**src/rtl/mem_trace_buffer_if.sv**
```systemverilog
// Memory handshake bundle between the core and its memory. The core side
// drives every field; the trace buffer only observes them.
interface mem_trace_buffer_if;
   logic        mem_valid;
   logic        mem_ready;
   logic [31:0] mem_addr;
   logic [3:0]  mem_wstrb;
   logic [31:0] mem_wdata;
   logic [31:0] mem_rdata;

   modport master (
      output mem_valid, mem_ready, mem_addr, mem_wstrb, mem_wdata, mem_rdata
   );

   modport slave (
      input  mem_valid, mem_ready, mem_addr, mem_wstrb, mem_wdata, mem_rdata
   );
endinterface

```
**src/rtl/mem_trace_buffer.sv**
```systemverilog
// Trace buffer for completed memory transactions. Hits inside the address
// window are stored in a circular buffer of DEPTH entries and popped later
// with rd_en. When full, capture either stops (drop counted) or overwrites
// the oldest entry (overflow flagged), selected per hit by mode_wrap.
module mem_trace_buffer #(
   parameter int unsigned DEPTH   = 16,
   parameter logic [31:0] ADDR_LO = 32'h0000_0000,
   parameter logic [31:0] ADDR_HI = 32'hFFFF_FFFF,
   parameter int unsigned CNT_W   = 16
) (
   input  logic                      clk,
   input  logic                      rst,
   mem_trace_buffer_if.slave         mem,
   input  logic                      arm,
   input  logic                      stop,
   input  logic                      clr,
   input  logic                      mode_wrap,
   input  logic                      rd_en,
   output logic [64:0]               rd_data,
   output logic                      rd_valid,
   output logic [$clog2(DEPTH):0]    count,
   output logic                      capturing,
   output logic                      overflow,
   output logic [CNT_W-1:0]          drop_cnt
);

   localparam int unsigned PTR_W = $clog2(DEPTH);

   localparam logic [PTR_W:0]   FULL_C   = (PTR_W+1)'(DEPTH);
   localparam logic [PTR_W:0]   CNT_ONE  = {{PTR_W{1'b0}}, 1'b1};
   localparam logic [PTR_W-1:0] PTR_ONE  = {{(PTR_W-1){1'b0}}, 1'b1};
   localparam logic [CNT_W-1:0] DROP_ONE = {{(CNT_W-1){1'b0}}, 1'b1};
   localparam logic [CNT_W-1:0] DROP_MAX = {CNT_W{1'b1}};

   typedef enum logic [1:0] {
      ST_IDLE    = 2'd0,
      ST_CAPTURE = 2'd1,
      ST_DONE    = 2'd2
   } state_t;

   // Inclusive unsigned window test on the full 32-bit address.
   function automatic logic in_window(input logic [31:0] a,
                                      input logic [31:0] lo,
                                      input logic [31:0] hi);
      return (a >= lo) && (a <= hi);
   endfunction

   state_t           state_r;
   logic [PTR_W-1:0] wr_ptr_r;
   logic [PTR_W-1:0] rd_ptr_r;
   logic [PTR_W:0]   count_r;
   logic [64:0]      rd_data_r;
   logic             rd_valid_r;
   logic             capturing_r;
   logic             overflow_r;
   logic [CNT_W-1:0] drop_cnt_r;
   logic [64:0]      buf_r [DEPTH];

   logic             hit_s;
   logic             pop_s;
   logic             full_s;
   logic             blocked_s;
   logic             wr_s;
   logic             ovw_s;
   logic             drop_s;
   logic             is_write_s;
   logic [64:0]      entry_s;

   // Classify this cycle's hit and pop; clr beats arm/stop, which beat capture.
   always_comb begin
      hit_s      = 1'b0;
      pop_s      = 1'b0;
      is_write_s = 1'b0;
      entry_s    = 65'd0;
      hit_s      = (state_r == ST_CAPTURE) && mem.mem_valid && mem.mem_ready
                   && in_window(mem.mem_addr, ADDR_LO, ADDR_HI)
                   && !clr && !arm && !stop;
      pop_s      = rd_en && (count_r != '0) && !clr;
      full_s     = (count_r == FULL_C);
      // A simultaneous pop frees a slot, so a full buffer takes the hit normally.
      blocked_s  = hit_s && full_s && !pop_s;
      ovw_s      = blocked_s && mode_wrap;
      drop_s     = blocked_s && !mode_wrap;
      wr_s       = hit_s && !drop_s;
      is_write_s = (mem.mem_wstrb != 4'b0000);
      if (is_write_s) begin
         entry_s = {1'b1, mem.mem_addr, mem.mem_wdata};
      end else begin
         entry_s = {1'b0, mem.mem_addr, mem.mem_rdata};
      end
   end

   // Entry storage; contents need no reset since only counted slots are read.
   always_ff @(posedge clk) begin
      if (wr_s) begin
         buf_r[wr_ptr_r] <= entry_s;
      end
   end

   // Capture FSM, pointers, occupancy, flags and the registered read port.
   always_ff @(posedge clk or negedge rst) begin
      if (!rst) begin
         state_r     <= ST_IDLE;
         capturing_r <= 1'b0;
         wr_ptr_r    <= '0;
         rd_ptr_r    <= '0;
         count_r     <= '0;
         overflow_r  <= 1'b0;
         drop_cnt_r  <= '0;
         rd_valid_r  <= 1'b0;
         rd_data_r   <= 65'd0;
      end else if (clr) begin
         state_r     <= ST_IDLE;
         capturing_r <= 1'b0;
         wr_ptr_r    <= '0;
         rd_ptr_r    <= '0;
         count_r     <= '0;
         overflow_r  <= 1'b0;
         drop_cnt_r  <= '0;
         rd_valid_r  <= 1'b0;
      end else begin
         case (state_r)
            ST_IDLE: begin
               if (arm) begin
                  state_r     <= ST_CAPTURE;
                  capturing_r <= 1'b1;
               end
            end
            ST_CAPTURE: begin
               if (stop || drop_s) begin
                  state_r     <= ST_DONE;
                  capturing_r <= 1'b0;
               end
            end
            ST_DONE: begin
               if (arm) begin
                  state_r     <= ST_CAPTURE;
                  capturing_r <= 1'b1;
               end
            end
            default: begin
               state_r     <= ST_IDLE;
               capturing_r <= 1'b0;
            end
         endcase

         rd_valid_r <= pop_s;
         if (pop_s) begin
            rd_data_r <= buf_r[rd_ptr_r];
         end

         if (wr_s) begin
            wr_ptr_r <= wr_ptr_r + PTR_ONE;
         end

         // Overwrite discards the oldest entry, so the read side advances too.
         if (pop_s || ovw_s) begin
            rd_ptr_r <= rd_ptr_r + PTR_ONE;
         end

         case ({wr_s && !ovw_s, pop_s})
            2'b10:   count_r <= count_r + CNT_ONE;
            2'b01:   count_r <= count_r - CNT_ONE;
            default: count_r <= count_r;
         endcase

         if (ovw_s) begin
            overflow_r <= 1'b1;
         end

         if (drop_s && (drop_cnt_r != DROP_MAX)) begin
            drop_cnt_r <= drop_cnt_r + DROP_ONE;
         end
      end
   end

   assign rd_data   = rd_data_r;
   assign rd_valid  = rd_valid_r;
   assign count     = count_r;
   assign capturing = capturing_r;
   assign overflow  = overflow_r;
   assign drop_cnt  = drop_cnt_r;

endmodule

```
**src/flat_wrapper.sv**
```systemverilog
// flat-port wrapper written by rule: the top's interface ports become plain ports
module mem_trace_buffer_flat 
#(
   parameter int unsigned DEPTH   = 16,
   parameter logic [31:0] ADDR_LO = 32'h0000_0000,
   parameter logic [31:0] ADDR_HI = 32'hFFFF_FFFF,
   parameter int unsigned CNT_W   = 16
)
  (clk, rst, arm, stop, clr, mode_wrap, rd_en, rd_data, rd_valid, count, capturing, overflow, drop_cnt, mem_mem_valid, mem_mem_ready, mem_mem_addr, mem_mem_wstrb, mem_mem_wdata, mem_mem_rdata);
  mem_trace_buffer_if mem_i ();
  input  logic clk;
  input  logic rst;
  input  logic arm;
  input  logic stop;
  input  logic clr;
  input  logic mode_wrap;
  input  logic rd_en;
  output logic [64:0] rd_data;
  output logic rd_valid;
  output logic [$clog2(DEPTH):0] count;
  output logic capturing;
  output logic overflow;
  output logic [CNT_W-1:0] drop_cnt;
  input wire logic [$bits(mem_i.mem_valid)-1:0] mem_mem_valid;
  input wire logic [$bits(mem_i.mem_ready)-1:0] mem_mem_ready;
  input wire logic [$bits(mem_i.mem_addr)-1:0] mem_mem_addr;
  input wire logic [$bits(mem_i.mem_wstrb)-1:0] mem_mem_wstrb;
  input wire logic [$bits(mem_i.mem_wdata)-1:0] mem_mem_wdata;
  input wire logic [$bits(mem_i.mem_rdata)-1:0] mem_mem_rdata;
  assign mem_i.mem_valid = mem_mem_valid;
  assign mem_i.mem_ready = mem_mem_ready;
  assign mem_i.mem_addr = mem_mem_addr;
  assign mem_i.mem_wstrb = mem_mem_wstrb;
  assign mem_i.mem_wdata = mem_mem_wdata;
  assign mem_i.mem_rdata = mem_mem_rdata;
  mem_trace_buffer #(.DEPTH(DEPTH), .ADDR_LO(ADDR_LO), .ADDR_HI(ADDR_HI), .CNT_W(CNT_W)) u_core (.clk(clk), .rst(rst), .mem(mem_i), .arm(arm), .stop(stop), .clr(clr), .mode_wrap(mode_wrap), .rd_en(rd_en), .rd_data(rd_data), .rd_valid(rd_valid), .count(count), .capturing(capturing), .overflow(overflow), .drop_cnt(drop_cnt));
endmodule
```
**config.mk**
```make
export PLATFORM = sky130hd
export DESIGN_NAME = mem_trace_buffer_flat
export DESIGN_NICKNAME = d
export VERILOG_FILES = /design/src/rtl/mem_trace_buffer_if.sv /design/src/rtl/mem_trace_buffer.sv /design/src/flat_wrapper.sv
export SDC_FILE = /design/constraint.sdc
export NUM_CORES = 1
export LEC_CHECK = 0
export BUFFER_PORTS_ARGS = -buffer_cell sky130_fd_sc_hd__buf_2
export CORE_UTILIZATION = 60
export CTS_BUF_LIST = sky130_fd_sc_hd__clkbuf_8 sky130_fd_sc_hd__clkbuf_16
export DETAILED_ROUTE_END_ITERATION = 8
export PLACE_DENSITY = 0.76
export SYNTH_ARGS = -nofsm -noshare
export SYNTH_HDL_FRONTEND = slang
export SYNTH_SLANG_ARGS = --single-unit
```
**constraint.sdc**
```tcl
create_clock -name clk -period 7.88 [get_ports clk]
set_input_delay 0.788 -clock clk [delete_from_list [all_inputs] [get_ports clk]]
set_output_delay 0.788 -clock clk [all_outputs]
set_load 0.03 [all_outputs]
```
==> reports/results.tsv, run 1 <==
stage	metric	value	unit
worst_setup_path	worst reg2reg endpoint	u_core.buf_r[5][35]$_DFFE_PP_	
sta	setup violators final	0	
layout	Finished Layout Cells	3333	
outcome	status	finished clean	
sta	final period utilization	48.3	%
worst_setup_path	reg2reg path depth	6	
synth	Synth Warn #	0	
placed_design	Post-Place Cells	3123	
clock_tree	CTS Buf Count	110	
detailed_routing	vias per cell	6.51	
pwr	Power, Total	14.9	mW
layout	final net count	2402	
floorplan	Std-Cell Rows	98	
worst_setup_path	worst endpoint required time	8.16	ns
placed_design	Buffers on Ports	197	
floorplan	Core Box Area	0.0720	mm2
clock_tree	clk root buf	clkbuf_16	
synth	asr flop ratio synth	8.69	%
worst_setup_path	worst r2r src	u_core.state_r[1]$_DFFE_PN0P_	
worst_setup_path	WS Path Type	in -> reg	
worst_setup_path	Critical Path Start Type	input pin	
sta	Slew Viols, Final	0	
synth	post-synthesis register bit count	1139	
min_path	type of the worst min-delay path	in -> async	
clock_tree	Bufs on Longest Clock Path	3	
pwr	worst vdd ir	0.000188	V
synth	Distinct cells, synth	53	
synth	Yosys top cell by area	edfxtp_1	
global_routing	GRT Total Usage	25.8	%
clock_tree	CTS-repair resized insts	0	
global_routing	total grt overflow	0	
placed_design	post-place setup slack	3.44	ns
synth	area share of the largest cell type after synthesis	71.0	%
synth	Syn Nets	2193	
global_routing	number of global-route vias before repair	22800	
clock_tree	clk slew on worst S/H paths	0.06	ns
worst_setup_path	CP endpoint kind	flop	
floorplan	die width	273	um
clock_tree	hold buffer count at cts	0	
placed_design	placed wire-length estimate	47400	um
synth	syn avg cell area	21.2	um2
layout	layout cells sized above 1	30.1	%
synth	number of synthesized flops with an enable pin	1040	
sta	actual slew at the worst max-slew pin	1.19	ns
layout	Final Instance Area	0.0498	mm2
pwr	Leak	15.9	nW
pwr	Power Dens Cells	300	mW/mm2
layout	register area	0.0337	mm2
sta	worst setup margin	4.08	ns
floorplan	Ports	198	
worst_setup_path	R2R setup slack	4.24	ns
detailed_routing	Routed WL	93800	um
floorplan	Initial Util	61.1	%
layout	number of fill cells	4228	
clock_tree	worst-skew pair later-pin latency	0.66	ns
synth	top post-synthesis cells by area	edfxtp_1, mux4_2, dfrtp_1, mux2i_1, a311oi_1	
detailed_routing	drt initial violations	2019	
layout	footprint of the multi-input gates	0.00985	mm2
flow_run	maxcap violations	0	
clock_tree	H-tree Lvls	3	
clock_tree	setup bufs post-CTS	0	
layout	fin util	69.1	%
placed_design	dpl cell area	0.0460	mm2
global_routing	first-pass GRT wire length	142000	um
sta	setup TNS	0	ns
detailed_routing	ANT nets after route	0	
worst_setup_path	worst path arrival time	4.08	ns
placed_design	GP Congestion	0.778	
clock_tree	clock sink count	1139	
global_routing	pin count of the biggest net entering global routing	135	
detailed_routing	Wirelength per Cell	28.1	um
clock_tree	CTS tree	yes	
global_routing	initial antenna violation count	3	
layout	P&R area growth vs syn	13.1	%
detailed_routing	DRC	0	
detailed_routing	first drt pass iteration count	5	
synth	cell count after synthesis	2076	
sta	Slew Limit Headroom	21.0	%
layout	ANT cells	0	
sta	Peak Freq	0.263	GHz
synth	register area share after synthesis	76.6	%
sta	min Tclk post-route	3.80	ns
synth	Mapped Area	0.0440	mm2
floorplan	die area	0.0744	mm2
floorplan	Die H	273	um
detailed_routing	via count	21700	
sta	skew final	0.0177	ns
sta	RSZ-0062 raised after global routing	false	
sta	smallest hold slack	0.214	ns
sta	Final Hold Violating Endpoints	0	
synth	top_reg_cell synth	edfxtp_1	
worst_setup_path	Worst Path Max Fanout	41	
==> power breakdown <==
part	switching, mW	total [mW]	internal [mW]
logic	1.43	2.54	1.11
clock network	2.21	5.37	3.16
registers	0.254	7.04	6.79
==> routing by layer <==
metal	GRT usage, %	part of all wire, %	up-vias
li1	-	-	9092
met1	34.8	38	11400
met2	44.5	52	1023
met3	3.70	7.4	146
met4	6.89	2.0	2
met5	0	0.014	-
==> sequential cells by signal, summed over array words and instances (netlist names) <==
signal,cells
u_core.state_r,2
u_core.rd_data,65
u_core.rd_valid,1
u_core.overflow,1
u_core.wr_ptr_r,4
u_core.rd_ptr_r,4
u_core.buf_r,1040
u_core.count,5
u_core.capturing,1
u_core.drop_cnt,16
==> area by class of cell <==
| cell class | count | area share (%) |
|---|---|---|
| timing repair buffer | 219 | 2.42 |
| sequential | 1139 | 67.8 |
| tap | 950 | 2.39 |
| clock inverter | 80 | 1.40 |
| inverter | 9 | 0.0729 |
| clock buffer | 130 | 6.18 |
| multi-input combinational | 806 | 19.8 |
==> cells in the final DEF, fill, tap and decap left out, types with 4 or more instances in the layout <==
cell / instances
mux4_2: 260
buf_12: 4
nor2b_1: 69
dfrtp_1: 95
and2_4: 12
a21oi_1: 17
clkinvlp_4: 4
buf_2: 196
nand3_1: 8
mux2_2: 33
ha_1: 8
nor2_1: 89
o31ai_1: 4
a211oi_1: 67
clkbuf_8: 16
mux2i_1: 68
or4_1: 5
or3_1: 6
clkbuf_16: 114
and4_4: 4
clkinv_1: 10
inv_1: 34
xnor2_1: 6
edfxtp_1: 1040
nand4_1: 6
a311oi_1: 65
clkinv_2: 22
nand2_1: 15
bufinv_16: 12
and3_1: 5
o21ai_0: 13
buf_4: 19
nor3_1: 4
==> synth_stat cells (13+ instances only) <==
| cell | number |
|---|---|
| edfxtp_1 | 1040 |
| mux4_2 | 260 |
| dfrtp_1 | 99 |
| nor2_1 | 89 |
| clkbuf_1 | 83 |
| nor2b_1 | 69 |
| mux2i_1 | 68 |
| a211oi_1 | 67 |
| a311oi_1 | 65 |
| mux2_2 | 33 |
| buf_1 | 29 |
| a21oi_1 | 17 |
| and2_1 | 15 |
| nand2_1 | 15 |
| o21ai_0 | 13 |
==> critical path: stages <==
cell	delay, ns
buf_2	0.33
nor4b_2	0.70
and2_1	0.52
nand3_1	0.14
nor2_1	0.32
and2_4	0.52
buf_4	0.69
==> worst max path at each step <==
stage / start / endpoint / slack [ns] / cells after the start
6_report: clr / u_core.buf_r[5][35]$_DFFE_PP_ / 4.08 / 7
5_1_grt: clr / u_core.buf_r[5][45]$_DFFE_PP_ / 3.79 / 7
4_1_cts: clr / u_core.buf_r[6][28]$_DFFE_PP_ / 4.09 / 7
3_5_place_dp: clr / u_core.buf_r[5][44]$_DFFE_PP_ / 3.44 / 7
3_3_place_gp: clr / u_core.buf_r[5][42]$_DFFE_PP_ / 3.61 / 7
2_1_floorplan: clr / u_core.buf_r[4][0]$_DFFE_PP_ / 3.87 / 6
==> logic make-up (layout without fill, tap and decap cells) <==
group	Yosys count	count (layout)	share of synthesized area, %
AOI/OAI and AO/OA	183	183	3.16
xor gates and xnor gates	8	8	0.159
adders and majority gates	8	8	0.227
buffers and inverters	131	438	1.16
DFF	1139	1139	76.6
muxes	361	361	15.7
and+or+nand+nor	246	246	3.01
(Power assumes the default switching activity.)
==> run 2, diff against run 1 <==
Clock period 7.88 ns to 3.7 ns, I/O delays scaled along.
==> reports/results.tsv, run 2 (synthesis results as in run 1) <==
stage	metric	value	unit
clock_tree	setup bufs post-CTS	0	
clock_tree	clk root buf	clkbuf_16	
global_routing	initial antenna violation count	4	
floorplan	Ports	198	
sta	setup TNS	0	ns
pwr	P_sw	8.31	mW
detailed_routing	Wirelength per Cell	29.1	um
sta	setup violators final	0	
layout	P&R area growth vs syn	15.3	%
global_routing	GRT Total Usage	27.0	%
placed_design	placed wire-length estimate	52100	um
layout	most frequent cells in the layout	edfxtp_1, mux4_2, buf_2	
sta	min Tclk post-route	3.60	ns
clock_tree	CTS Buf Count	109	
sta	Peak Freq	0.277	GHz
floorplan	die width	273	um
pwr	sequential power share	46.5	%
pwr	internal power	23.7	mW
detailed_routing	ANT nets after route	0	
global_routing	total grt overflow	0	
sta	RSZ-0062 raised after global routing	false	
placed_design	GP Congestion	0.818	
sta	worst setup margin	0.0957	ns
clock_tree	CTS-repair resized insts	0	
layout	register area	0.0337	mm2
worst_setup_path	CP endpoint kind	flop	
layout	Final Instance Area	0.0507	mm2
layout	layout cells sized above 1	31.8	%
detailed_routing	first drt pass iteration count	5	
detailed_routing	Routed WL	98500	um
layout	number of fill cells	4178	
worst_setup_path	WS Path Type	reg -> reg	
layout	final net count	2458	
sta	Slew Viols, Final	0	
sta	skew final	0.0163	ns
pwr	combinational power share	17.4	%
floorplan	Initial Util	61.1	%
clock_tree	worst-skew pair later-pin latency	0.67	ns
sta	Final Hold Violating Endpoints	0	
outcome	status	finished clean	
worst_setup_path	worst endpoint required time	4.30	ns
global_routing	first-pass GRT wire length	146000	um
layout	most common cell after layout, fill and taps aside	edfxtp_1	
pwr	Power Dens Cells	630	mW/mm2
floorplan	Core Box Area	0.0720	mm2
layout	Most flops, register	u_core.buf_r	
floorplan	die area	0.0744	mm2
floorplan	Std-Cell Rows	98	
detailed_routing	via count	22200	
detailed_routing	DRC	0	
layout	footprint of the multi-input gates	0.00985	mm2
worst_setup_path	Critical Path Start Type	flop	
worst_setup_path	R2R setup slack	0.1	ns
placed_design	Buffers on Ports	197	
layout	Largest register FFs	1040	
worst_setup_path	Worst Path Max Fanout	8	
min_path	type of the worst min-delay path	in -> reg	
placed_design	dpl cell area	0.0469	mm2
min_path	WHS Path Cells	1	
sta	smallest hold slack	0.0710	ns
worst_setup_path	reg2reg path depth	8	
clock_tree	hold buffer count at cts	2	
sta	actual slew at the worst max-slew pin	0.893	ns
pwr	Power, Total	32.0	mW
global_routing	number of global-route vias before repair	23100	
sta	final period utilization	97.4	%
sta	Slew Limit Headroom	40.5	%
pwr	sw frac	26.0	%
detailed_routing	vias per cell	6.54	
worst_setup_path	worst path arrival time	4.21	ns
clock_tree	clock sink count	1139	
flow_run	maxcap violations	0	
pwr	worst vdd ir	0.000581	V
placed_design	post-place setup slack	0.272	ns
clock_tree	H-tree Lvls	3	
clock_tree	CTS tree	yes	
clock_tree	Bufs on Longest Clock Path	3	
floorplan	Die H	273	um
detailed_routing	drt initial violations	2350	
pwr	Leak	16.3	nW
pwr	clock power share	36.1	%
global_routing	pin count of the biggest net entering global routing	132	
clock_tree	clk slew on worst S/H paths	0.07	ns
-- run 2: path summary, 6_finish.rpt --
check                                             start                              to
max                         u_core.count[1]$_DFFE_PN0P_     u_core.count[2]$_DFFE_PN0P_
min                                    mem_mem_addr[30]  u_core.buf_r[12][62]$_DFFE_PP_
max reg2reg                 u_core.count[1]$_DFFE_PN0P_     u_core.count[2]$_DFFE_PN0P_
min reg2reg                u_core.capturing$_DFFE_PN0P_    u_core.capturing$_DFFE_PN0P_
max in group asynchronous                           rst   u_core.rd_data[4]$_DFFE_PN0P_
min in group asynchronous                           rst  u_core.drop_cnt[3]$_DFFE_PN0P_
-- run 2: worst max-delay path, cell delays in order (launching register included) --
cell      delay, ns
dfrtp_1        0.46
or4_4          0.61
o21ai_0        0.58
nor2_1         0.25
xor2_1         0.21
ha_1           0.24
or4_2          0.69
a2111o_1       0.39
nand3_1        0.09
-- run 2: layout make-up --
type                    instances  share of cell area (%)
flip-flops and latches       1139                    66.5
well taps                     950                    2.34
inverters                       9                  0.0715
diodes                          4                  0.0197
repair buffers                276                    4.24
clock buffers                 120                    5.74
multi-input cells             806                    19.4
clock inverters                87                    1.72
-- run 2: layer usage --
metal / vias up / GRT usage [%] / wire length [um]
met1: 11700 / 36.1 / 37900
li1: 9233 / - / -
met5: - / 0 / 0
met2: 1035 / 45.7 / 51000
met3: 171 / 4.26 / 7140
met4: 0 / 9.05 / 2500
-- run 2: metrics by stage --
| step | instances | util (%) |
|---|---|---|
| 2_1_floorplan | 2076 | - |
| 3_3_place_gp | 3178 | 65.2 |
| 3_5_place_dp | 3178 | 65.2 |
| 4_1_cts | 3387 | 70.5 |
| 5_1_grt | 3391 | 70.5 |
| 6_report | 3391 | 70.5 |
-- run 2: power by group through the flow --
stage | clock, mW | sequential (mW) | combinational [mW]
after floorplan | 0 | 15.7 | 3.39
after global placement | 0 | 15.1 | 5.45
after detailed placement | 0 | 15.1 | 5.56
after CTS | 11.7 | 14.9 | 5.64
after global routing | 12.2 | 14.9 | 5.97
final | 11.5 | 14.9 | 5.58
